### config.mk
export PLATFORM = sky130hd
export DESIGN_NAME = scan_ctrl4
export DESIGN_NICKNAME = d
export VERILOG_FILES = /design/src/rtl/scan_ctrl4_pkg.sv /design/src/rtl/scan_ctrl4_dec2to4.sv /design/src/rtl/scan_ctrl4.sv
export SDC_FILE = /design/constraint.sdc
export NUM_CORES = 1
export LEC_CHECK = 0
export ABC_AREA = 1
export ABC_CLOCK_PERIOD_IN_PS = 1800
export BUFFER_PORTS_ARGS = -buffer_cell sky130_fd_sc_hd__buf_2
export CAP_MARGIN = 40
export CORE_MARGIN = 2
export CORE_UTILIZATION = 40
export DETAILED_ROUTE_END_ITERATION = 6
export GPL_ROUTABILITY_DRIVEN = 1
export PLACE_DENSITY_LB_ADDON = 0.15
export SETUP_SLACK_MARGIN = 0.15
export SYNTH_ARGS = -nofsm -noshare
export SYNTH_HDL_FRONTEND = slang
export SYNTH_SLANG_ARGS = --single-unit
### constraint.sdc
create_clock -name clk -period 1.8 [get_ports clk]
set_clock_uncertainty 0.05 [all_clocks]
set_input_delay 0.36 -clock clk [delete_from_list [all_inputs] [get_ports clk]]
set_output_delay 0.36 -clock clk [all_outputs]
set_load 0.02 [all_outputs]
### src/rtl/scan_ctrl4_pkg.sv
// Shared constants and helpers for the 4-digit scan controller.
package scan_ctrl4_pkg;

  localparam int DIGITS  = 4;
  localparam int DIGIT_W = 4;
  localparam int SEL_W   = 2;
  localparam int WORD_W  = DIGITS * DIGIT_W;

  // Return the nibble of a display word that belongs to digit index i_sel.
  function automatic logic [DIGIT_W-1:0] nibble_of(
    input logic [WORD_W-1:0] i_word,
    input logic [SEL_W-1:0]  i_sel
  );
    logic [DIGIT_W-1:0] w_res;
    w_res = '0;
    for (int k = 0; k < DIGITS; k++) begin
      if (i_sel == SEL_W'(k)) begin
        w_res = i_word[k*DIGIT_W +: DIGIT_W];
      end
    end
    return w_res;
  endfunction

endpackage

### src/rtl/scan_ctrl4_dec2to4.sv
// 2-to-4 one-hot decoder for the digit index; unmasked, the caller gates it.
module dec2to4
  import scan_ctrl4_pkg::*;
(
  input  logic [SEL_W-1:0]  i_sel,
  output logic [DIGITS-1:0] o_onehot
);

  // Procedural decode: exactly one output bit high for every index value.
  always_comb begin
    o_onehot = '0;
    case (i_sel)
      2'd0: o_onehot = 4'b0001;
      2'd1: o_onehot = 4'b0010;
      2'd2: o_onehot = 4'b0100;
      2'd3: o_onehot = 4'b1000;
    endcase
  end

endmodule

### src/rtl/scan_ctrl4.sv
// Scan front-end for a 4-digit multiplexed display.
//
// A prescaler holds each digit for PRESCALE clocks; the 2-bit index then
// steps 0->1->2->3->0. The displayed word is a shadow copy taken on the first
// enabled clock after reset (priming) and again on every 3->0 wrap, so a frame
// always shows one coherent word. blank and en gate only the digit enables.
//
// tick and frame_done are registered pulses: they are high during the first
// cycle of the new digit / new frame, i.e. the cycle after the advancing edge.
module scan_ctrl4
  import scan_ctrl4_pkg::*;
#(
  parameter int PRESCALE = 4
) (
  input  logic               clk,
  input  logic               rst_n,
  input  logic               en,
  input  logic [WORD_W-1:0]  din,
  input  logic [DIGITS-1:0]  blank,
  output logic [SEL_W-1:0]   sel,
  output logic [DIGIT_W-1:0] nibble,
  output logic [DIGITS-1:0]  digit_en,
  output logic               tick,
  output logic               frame_done
);

  // Prescaler width; a PRESCALE of 1 still keeps a 1-bit counter that stays 0.
  localparam int CW = (PRESCALE > 1) ? $clog2(PRESCALE) : 1;

  logic [CW-1:0]     r_cnt;
  logic [SEL_W-1:0]  r_sel;
  logic [WORD_W-1:0] r_shadow;
  logic              r_primed;
  logic              r_tick;
  logic              r_frame_done;

  logic [CW-1:0]     w_cnt_nxt;
  logic [SEL_W-1:0]  w_sel_nxt;
  logic [WORD_W-1:0] w_shadow_nxt;
  logic              w_primed_nxt;
  logic              w_tick_nxt;
  logic              w_frame_done_nxt;
  logic              w_cnt_last;
  logic              w_sel_last;
  logic [DIGITS-1:0] w_onehot;

  assign w_cnt_last = (r_cnt == CW'(PRESCALE - 1));
  assign w_sel_last = (r_sel == SEL_W'(DIGITS - 1));

  // Next-state logic: prime once, then run the prescaler and digit index.
  // With en low everything holds and the pulses drop.
  always_comb begin
    w_cnt_nxt        = r_cnt;
    w_sel_nxt        = r_sel;
    w_shadow_nxt     = r_shadow;
    w_primed_nxt     = r_primed;
    w_tick_nxt       = 1'b0;
    w_frame_done_nxt = 1'b0;
    if (en) begin
      if (!r_primed) begin
        // Priming clock: capture the first word, keep cnt/sel where they are.
        w_shadow_nxt = din;
        w_primed_nxt = 1'b1;
      end else if (w_cnt_last) begin
        w_cnt_nxt  = '0;
        w_sel_nxt  = r_sel + SEL_W'(1);
        w_tick_nxt = 1'b1;
        if (w_sel_last) begin
          // New frame starts: refresh the shadow on the same edge as the wrap.
          w_shadow_nxt     = din;
          w_frame_done_nxt = 1'b1;
        end
      end else begin
        w_cnt_nxt = r_cnt + CW'(1);
      end
    end
  end

  // State registers with asynchronous active-low reset.
  always_ff @(posedge clk or negedge rst_n) begin
    if (!rst_n) begin
      r_cnt        <= '0;
      r_sel        <= '0;
      r_shadow     <= '0;
      r_primed     <= 1'b0;
      r_tick       <= 1'b0;
      r_frame_done <= 1'b0;
    end else begin
      r_cnt        <= w_cnt_nxt;
      r_sel        <= w_sel_nxt;
      r_shadow     <= w_shadow_nxt;
      r_primed     <= w_primed_nxt;
      r_tick       <= w_tick_nxt;
      r_frame_done <= w_frame_done_nxt;
    end
  end

  dec2to4 u_dec (
    .i_sel    (r_sel),
    .o_onehot (w_onehot)
  );

  // Output drive: raw one-hot masked by live blank and by en/primed, so the
  // result is one-hot or all zero.
  always_comb begin
    sel        = r_sel;
    nibble     = nibble_of(r_shadow, r_sel);
    digit_en   = w_onehot & ~blank & {DIGITS{en & r_primed}};
    tick       = r_tick;
    frame_done = r_frame_done;
  end

endmodule
Yosys cells after proc, flatten, opt, wreduce, memory -nomap -nowiden --
Index checks and enable logic that the tools add are counted.
Word-level totals: output and inout bits 12, bits in registers 23, input port bits 23, word-level logic and storage cells 38
Operators by class: bitwise logic cells 4, muxes and demuxes 16, reductions and logical operators 4, equality and inequality tests 6, $add $sub $neg 2
Operators with widths (count):
- 16-bit two-way mux | 3
- 4-bit two-way mux | 4
- 4-bit one-hot mux with 4 select lines | 1
- 4-bit AND | 2
- 1-bit two-way mux | 7
- 2-bit equality test, second input constant | 3
- 3-bit AND reduction | 2
- 2-bit by 1-bit adder with 2-bit output, second input constant | 2
- 2-bit by 1-bit != test with 1-bit output, second input constant | 2
- 4-bit NOT | 1
- 2-bit by 1-bit equality test with 1-bit output, second input constant | 1
- 2-bit zero test | 1
- 2-bit two-way mux | 1
- 2-bit AND reduction | 1
- 1-bit AND | 1

Depth between registers and ports, before layout --
Gate-level depths: netlist of the first run.
word-level depth 5, gate-level depth with buffers 8, gate-level depth less buffers 7

By module --
From an unflattened synthesis of the first run, not the netlist that was laid out.
Unflattened totals: cells, all modules 149, area total of the unflattened synthesis 1197.4 um^2
Modules (own cells, without submodules):
- scan_ctrl4 | area an instance 1171.1 um^2, cells an instance 142, times used 1
- dec2to4 | area an instance 26.3 um^2, cells an instance 7, times used 1

Worst setup path after synthesis of the first run --
No wires, ideal clock.
path kind reg2out, from reg r_sel[0] (netlist: sel[0]), to out nibble[0], data required time 1.390 ns, setup slack 0.013 ns, cell stages (with the launch flop) 7, path buffers 1, arrival 1.377 ns, cells stage by stage dfrtp_1 inv_1 ha_1 clkbuf_1 a21oi_1 nand2_1 nand2_1
Between the ends: word-level cells in the longest chain between the ends 5, elaborated cells on any way between the ends 8
RTL lines:
- start: declaration | RTL line scan_ctrl4.sv:31 | logic [SEL_W-1:0] r_sel;
- start signal: assignment | RTL line scan_ctrl4.sv:90 | r_sel <= w_sel_nxt;
- 2-bit zero test | RTL line scan_ctrl4_pkg.sv:17 | if (i_sel == SEL_W'(k)) begin
- 4-bit two-way mux (3 in series) | RTL line scan_ctrl4_pkg.sv:17
- 4-bit two-way mux (*) | RTL line scan_ctrl4_pkg.sv:17
- end: declaration | RTL line scan_ctrl4.sv:21 | output logic [DIGIT_W-1:0] nibble,
Mark *: on every way between the ends. The rest lies on a longest branch, timed or not.

Worst setup path in the final report of the first run --
from reg r_sel[1] (netlist: sel[1]), to out nibble[2]
The elaborated chain is that of the path after synthesis.

==> impl_metrics.json, run 1 <==
{
  "crit_path_start_kind": "flip-flop",
  "worst_slack_ps": -155,
  "drc_errors": 0,
  "worstHoldPathType": "in2reg",
  "wl_met2_mm": 1.19,
  "reg2reg_to": "r_shadow[7]",
  "cap_violations": 0,
  "wl_met3_um": 80,
  "cts_max_level": 1,
  "setup_viol": 6,
  "power.share.clock_pct": 9.6,
  "syn_nets": 176,
  "place_congestion": 0.835,
  "cts_tree": "built",
  "grt_max_degree": 24,
  "worstReg2RegStart": "sel[0]",
  "holdWs_ps": 211,
  "finalHoldViolCount": 0,
  "overflow": 0,
  "die_h_um": 59.1,
  "slew_violations": 0,
  "p_leak_nw": 0.858,
  "rows": 20,
  "avgSynthCellArea_sq_um": 8.39,
  "dpl.hpwl_mm": 1.83,
  "cts_sinks": 23,
  "routed_wl_mm": 2.57,
  "antenna_found_initial": 0,
  "status": "finished with violations",
  "crit_path_end_kind": "primary output",
  "maxSlewHeadroom_pct": 65.9,
  "met1_length_mm": 1.26,
  "rsz0062_at_grt": "yes",
  "grt_pass1_vias": 1038,
  "cts_buffers": 3,
  "min_to": "r_shadow[14]",
  "vias": 1045,
  "dr.first_iter.drc_count": 48,
  "hp-start": "din[14]",
  "reg2reg_setup_slack_ps": 370,
  "power_density_nw_per_um2": 1620,
  "min_path_cells": 3,
  "groute.usage.overall_pct": 17.4,
  "comb_power_share_pct": 55.4,
  "start_util_pct": 40.8,
  "clk_pin_slew_worst_paths_ps": 130,
  "fill_cells": 286,
  "post-synth-top-area-fraction_pct": 47.3,
  "wl_per_cell_um": 11.8,
  "via_per_inst": 4.79,
  "nets": 217,
  "multiInputGateArea_sq_um": 636,
  "timing.final.crit_share_pct": 109,
  "synth_top_area_cell": "dfrtp_1",
  "drive_gt1_share_pct": 39.5,
  "crit_type": "reg2out",
  "ys_ff_latch": 23,
  "area_growth_pct": 31.7,
  "ios": 35,
  "synthTopCellsByArea": "dfrtp_1, nand2_1, ha_1",
  "top_layer": "met4",
  "yosysSeqAreaShare_pct": 47.3,
  "yosys_warnings": 0,
  "fmax_mhz": 511,
  "final_area_sq_um": 1600,
  "tightestPinTransition_ps": 512,
  "ys_types": 18,
  "n_antenna_cell": 0,
  "pre_cts_ws_ps": 39.8,
  "die_area_sq_um": 3500,
  "first_pass_iters": 4,
  "root_buffer": "clkbuf_4",
  "syn_area_sq_um": 1220,
  "seq_area_sq_um": 579,
  "crit_fanout": 8,
  "dpl_cell_area_sq_um": 1410,
  "ff2ff_path_depth": 6,
  "grt_pass1_wl_mm": 4.51,
  "synthCells": 145,
  "period_minus_slack_ps": 1960,
  "crit_arrival_ps": 1550,
  "violations": "setup timing",
  "crit_required_ps": 1390,
  "clk_latency_ps": 310,
  "clk_path_buf_depth": 2,
  "intPower_mw": 1.47,
  "portBuffers": 34,
  "detail-route-antenna-nets": 0,
  "p_sw_share_pct": 43.1,
  "vdd_drop_max_v": 0.000637,
  "die_w_um": 59.1,
  "p_seq_share_pct": 35.1,
  "core_area_sq_um": 2980,
  "power_switching_mw": 1.12
}
==> cells by family (layout without fill, tap and decap cells) <==
kind of cell / after synthesis / in the layout / synth area share [%]
compound gates: 11 / 11 / 4.73
xor+xnor: 1 / 1 / 0.720
buf+inv: 16 / 56 / 6.89
simple gates: 86 / 86 / 32.1
flops: 23 / 23 / 47.3
fa+ha+maj: 8 / 8 / 8.23
==> sequential cells by signal (all words and copies together), names as in the netlist <==
| name | flops |
|---|---|
| r_primed | 1 |
| sel | 2 |
| tick | 1 |
| frame_done | 1 |
| r_cnt | 2 |
| r_shadow | 16 |
==> per-stage QoR <==
stage          utilization, %  cells  setup TNS [ps]  power [mW]
5_1_grt                  53.8    218           -1350        2.80
3_3_place_gp             47.3    208               0        1.93
4_1_cts                  53.2    217            -670        2.58
6_report                 53.8    218            -661        2.59
3_5_place_dp             47.3    208               0        1.96
2_1_floorplan               -    145               0        1.66
==> per-layer routing <==
layer / track usage [%] / vias up
met3: 1.97 / 4
met2: 29.0 / 22
met5: 0 / -
li1: - / 538
met1: 22.6 / 481
met4: 7.79 / 0
==> timing repair <==
action	in CTS	in global routing
gates resized for setup	31	4
endpoints found under the setup margin	8	8
setup buffers	4	1
hold buffers	1	0
hold endpoints to repair	23	0
pin swaps	1	1
==> power groups by stage <==
stage,Sequential [mW],Clock (mW),Combinational [mW]
after CTS,0.909,0.258,1.41
final,0.910,0.248,1.43
after global placement,0.897,0,1.03
after detailed placement,0.903,0,1.05
after global routing,0.933,0.273,1.59
after floorplan,0.895,0,0.765
==> critical path, cell delays in order, from the launching register on <==
cell,delay (ps)
dfrtp_2,480
buf_6,140
ha_4,190
a21oi_2,120
nand2_1,60
nand2_1,70
nand2_2,50
buf_6,120
==> placed cells by master (no fill, tap or decap), drive strengths merged <==
cell type,netlist,layout
dfrtp,23,23
a21oi,8,8
o21a,1,1
xor2,1,1
or2,1,1
inv,10,10
ha,8,8
nand3,20,20
buf,5,41
clkbuf,1,3
nor2,4,4
o21ai,2,2
dlygate4sd3,0,1
nor3,2,2
nand2,59,59
clkinv,0,1
==> cell usage after synthesis <==
cell      count
nand2_1      55
dfrtp_1      23
nand3_1      20
inv_1        10
a21oi_1       8
ha_1          8
nand2_4       4
nor2_1        3
buf_4         2
buf_6         2
nor3_1        2
o21ai_0       2
buf_2         1
clkbuf_1      1
nor2_4        1
o21a_1        1
or2_2         1
xor2_1        1
==> final cells by class <==
class / instances / area share [%]
clock buffers: 3 / 1.41
clock inverters: 1 / 0.312
inverters: 10 / 2.66
multi-input cells: 106 / 39.7
flip-flops and latches: 23 / 36.2
well taps: 33 / 2.58
repair buffers: 42 / 17.2
==> worst max path at each step <==
stage,startpoint,endpoint,cells after the start
2_1_floorplan,sel[0],nibble[0],6
3_3_place_gp,sel[1],nibble[3],8
3_5_place_dp,sel[1],nibble[2],8
4_1_cts,sel[1],nibble[1],7
5_1_grt,sel[1],nibble[2],7
6_report,sel[1],nibble[2],7
Note: power is estimated with default switching activity, not from simulation.
==> inputs of run 2 (changes only) <==
--- a/config.mk
+++ b/config.mk
@@ -16,3 +16,3 @@
 export PLACE_DENSITY_LB_ADDON = 0.15
-export SETUP_SLACK_MARGIN = 0.15
+export SETUP_SLACK_MARGIN = 0.4
 export SYNTH_ARGS = -nofsm -noshare
--- a/constraint.sdc
+++ b/constraint.sdc
@@ -4,2 +4,2 @@
 set_output_delay 0.36 -clock clk [all_outputs]
-set_load 0.02 [all_outputs]
+set_load 0.01 [all_outputs]
==> impl_metrics.json, run 2 (synthesis results as in run 1) <==
{
  "n_antenna_cell": 0,
  "root_buffer": "clkbuf_4",
  "cap_violations": 0,
  "power_density_nw_per_um2": 1540,
  "drive_gt1_share_pct": 42.3,
  "dp_cells": 208,
  "finalSetupTns_ps": -542,
  "timing.final.crit_share_pct": 106,
  "cts_max_level": 1,
  "fmax_mhz": 525,
  "worstHoldPathType": "in2reg",
  "regMostFlops": "r_shadow",
  "antenna_found_initial": 0,
  "detail-route-antenna-nets": 0,
  "routed_wl_mm": 2.93,
  "post-route-util_pct": 57.3,
  "cts_buffers": 3,
  "final_area_sq_um": 1710,
  "clk_latency_ps": 310,
  "setup_viol": 6,
  "cts_tree": "built",
  "final_common_cell": "nand2_1",
  "pre_cts_ws_ps": 107,
  "crit_path_end_kind": "primary output",
  "core_area_sq_um": 2980,
  "overflow": 0,
  "area_growth_pct": 40.2,
  "nets": 226,
  "first_pass_iters": 4,
  "via_per_inst": 4.89,
  "largest_reg_flops": 16,
  "dr.first_iter.drc_count": 48,
  "drc_errors": 0,
  "crit_fanout": 8,
  "finalHoldViolCount": 0,
  "reg2reg_setup_slack_ps": 270,
  "clk_path_buf_depth": 2,
  "violations": "setup timing",
  "place_congestion": 0.819,
  "wl_per_cell_um": 12.9,
  "crit_arrival_ps": 1490,
  "grt_pass1_wl_mm": 4.82,
  "start_util_pct": 40.8,
  "status": "finished with violations",
  "dpl.hpwl_mm": 1.83,
  "vias": 1110,
  "groute.usage.overall_pct": 18.4,
  "maxSlewHeadroom_pct": 65.2,
  "fill_cells": 281,
  "worst_slack_ps": -104,
  "dpl_cell_area_sq_um": 1410,
  "portBuffers": 34,
  "die_h_um": 59.1,
  "tightestPinTransition_ps": 522,
  "crit_required_ps": 1390,
  "rows": 20,
  "clk_pin_slew_worst_paths_ps": 130,
  "ios": 35,
  "die_w_um": 59.1,
  "die_area_sq_um": 3500,
  "p_leak_nw": 0.904,
  "final_cell_mix": "nand2_1, buf_2, nand3_1, dfrtp_1, buf_4",
  "instances_no_fill": 227,
  "vdd_drop_max_v": 0.000547,
  "slew_violations": 0,
  "crit_path_start_kind": "flip-flop",
  "rsz0062_at_grt": "yes",
  "crit_type": "reg2out",
  "grt_max_degree": 24,
  "cts_sinks": 23,
  "period_minus_slack_ps": 1900,
  "grt_pass1_vias": 1058
}
## run 2: changes by cell type in the layout (fill, tap and decap cells not counted), sizes merged
cell / delta
clkinv: -1
buf: +8
nand2: +1
clkbuf: +1
## run 2: stage by stage
| step | power [mW] | hold slack [ps] |
|---|---|---|
| global placement | 1.84 | 315 |
| finish | 2.62 | 215 |
| CTS | 2.54 | 213 |
| detailed placement | 1.86 | 319 |
| floorplan | 1.59 | 14.4 |
| global route | 2.84 | 212 |
## run 2: report_power, final
group          internal [mW]  leakage, nW  switching [mW]
clock network         0.0867       0.0150           0.158
logic                  0.725        0.605           0.736
registers              0.737        0.284           0.177
total                   1.55        0.904            1.07
## run 2: critical path, cell delays in order, from the launching register on
cell	delay (ps)
dfrtp_2	460
buf_6	130
ha_4	190
a21oi_2	100
nand2_1	60
nand2_1	70
nand2_2	50
buf_6	110
## run 2: path summary, 6_finish.rpt
check / startpoint / end / cells past startpoint
max in group asynchronous: rst_n / sel[1] / 2
min in group asynchronous: rst_n / tick / 2
max: sel[1] / nibble[3] / 7
min: din[15] / r_shadow[15] / 3
max reg2reg: sel[1] / r_shadow[8] / 8
min reg2reg: r_shadow[12] / r_shadow[12] / 2
## run 2: routing by layer
metal	vias to the layer above	share of wire, %	track usage, %
met4	0	1.3	5.84
met2	20	50	30.0
met3	5	3.2	2.84
met5	-	0	0
li1	556	-	-
met1	529	45	25.0
## run 2: layout make-up
class	count	area [sq um]	share of cell area, %
clock buffer	4	26.3	1.54
inverter	10	42.5	2.49
multi-input combinational	107	683	40.1
sequential	23	579	34.0
tap	33	41.3	2.42
timing repair buffer	50	333	19.5
## run 2: repair_timing
action | CTS | global route
gates cloned | 1 | 0
setup endpoints to repair | 24 | 26
endpoints found under the hold margin | 23 | 0
setup buffers | 10 | 3
pin swaps | 4 | 4
resized for setup | 27 | 5
hold buffers | 1 | 0
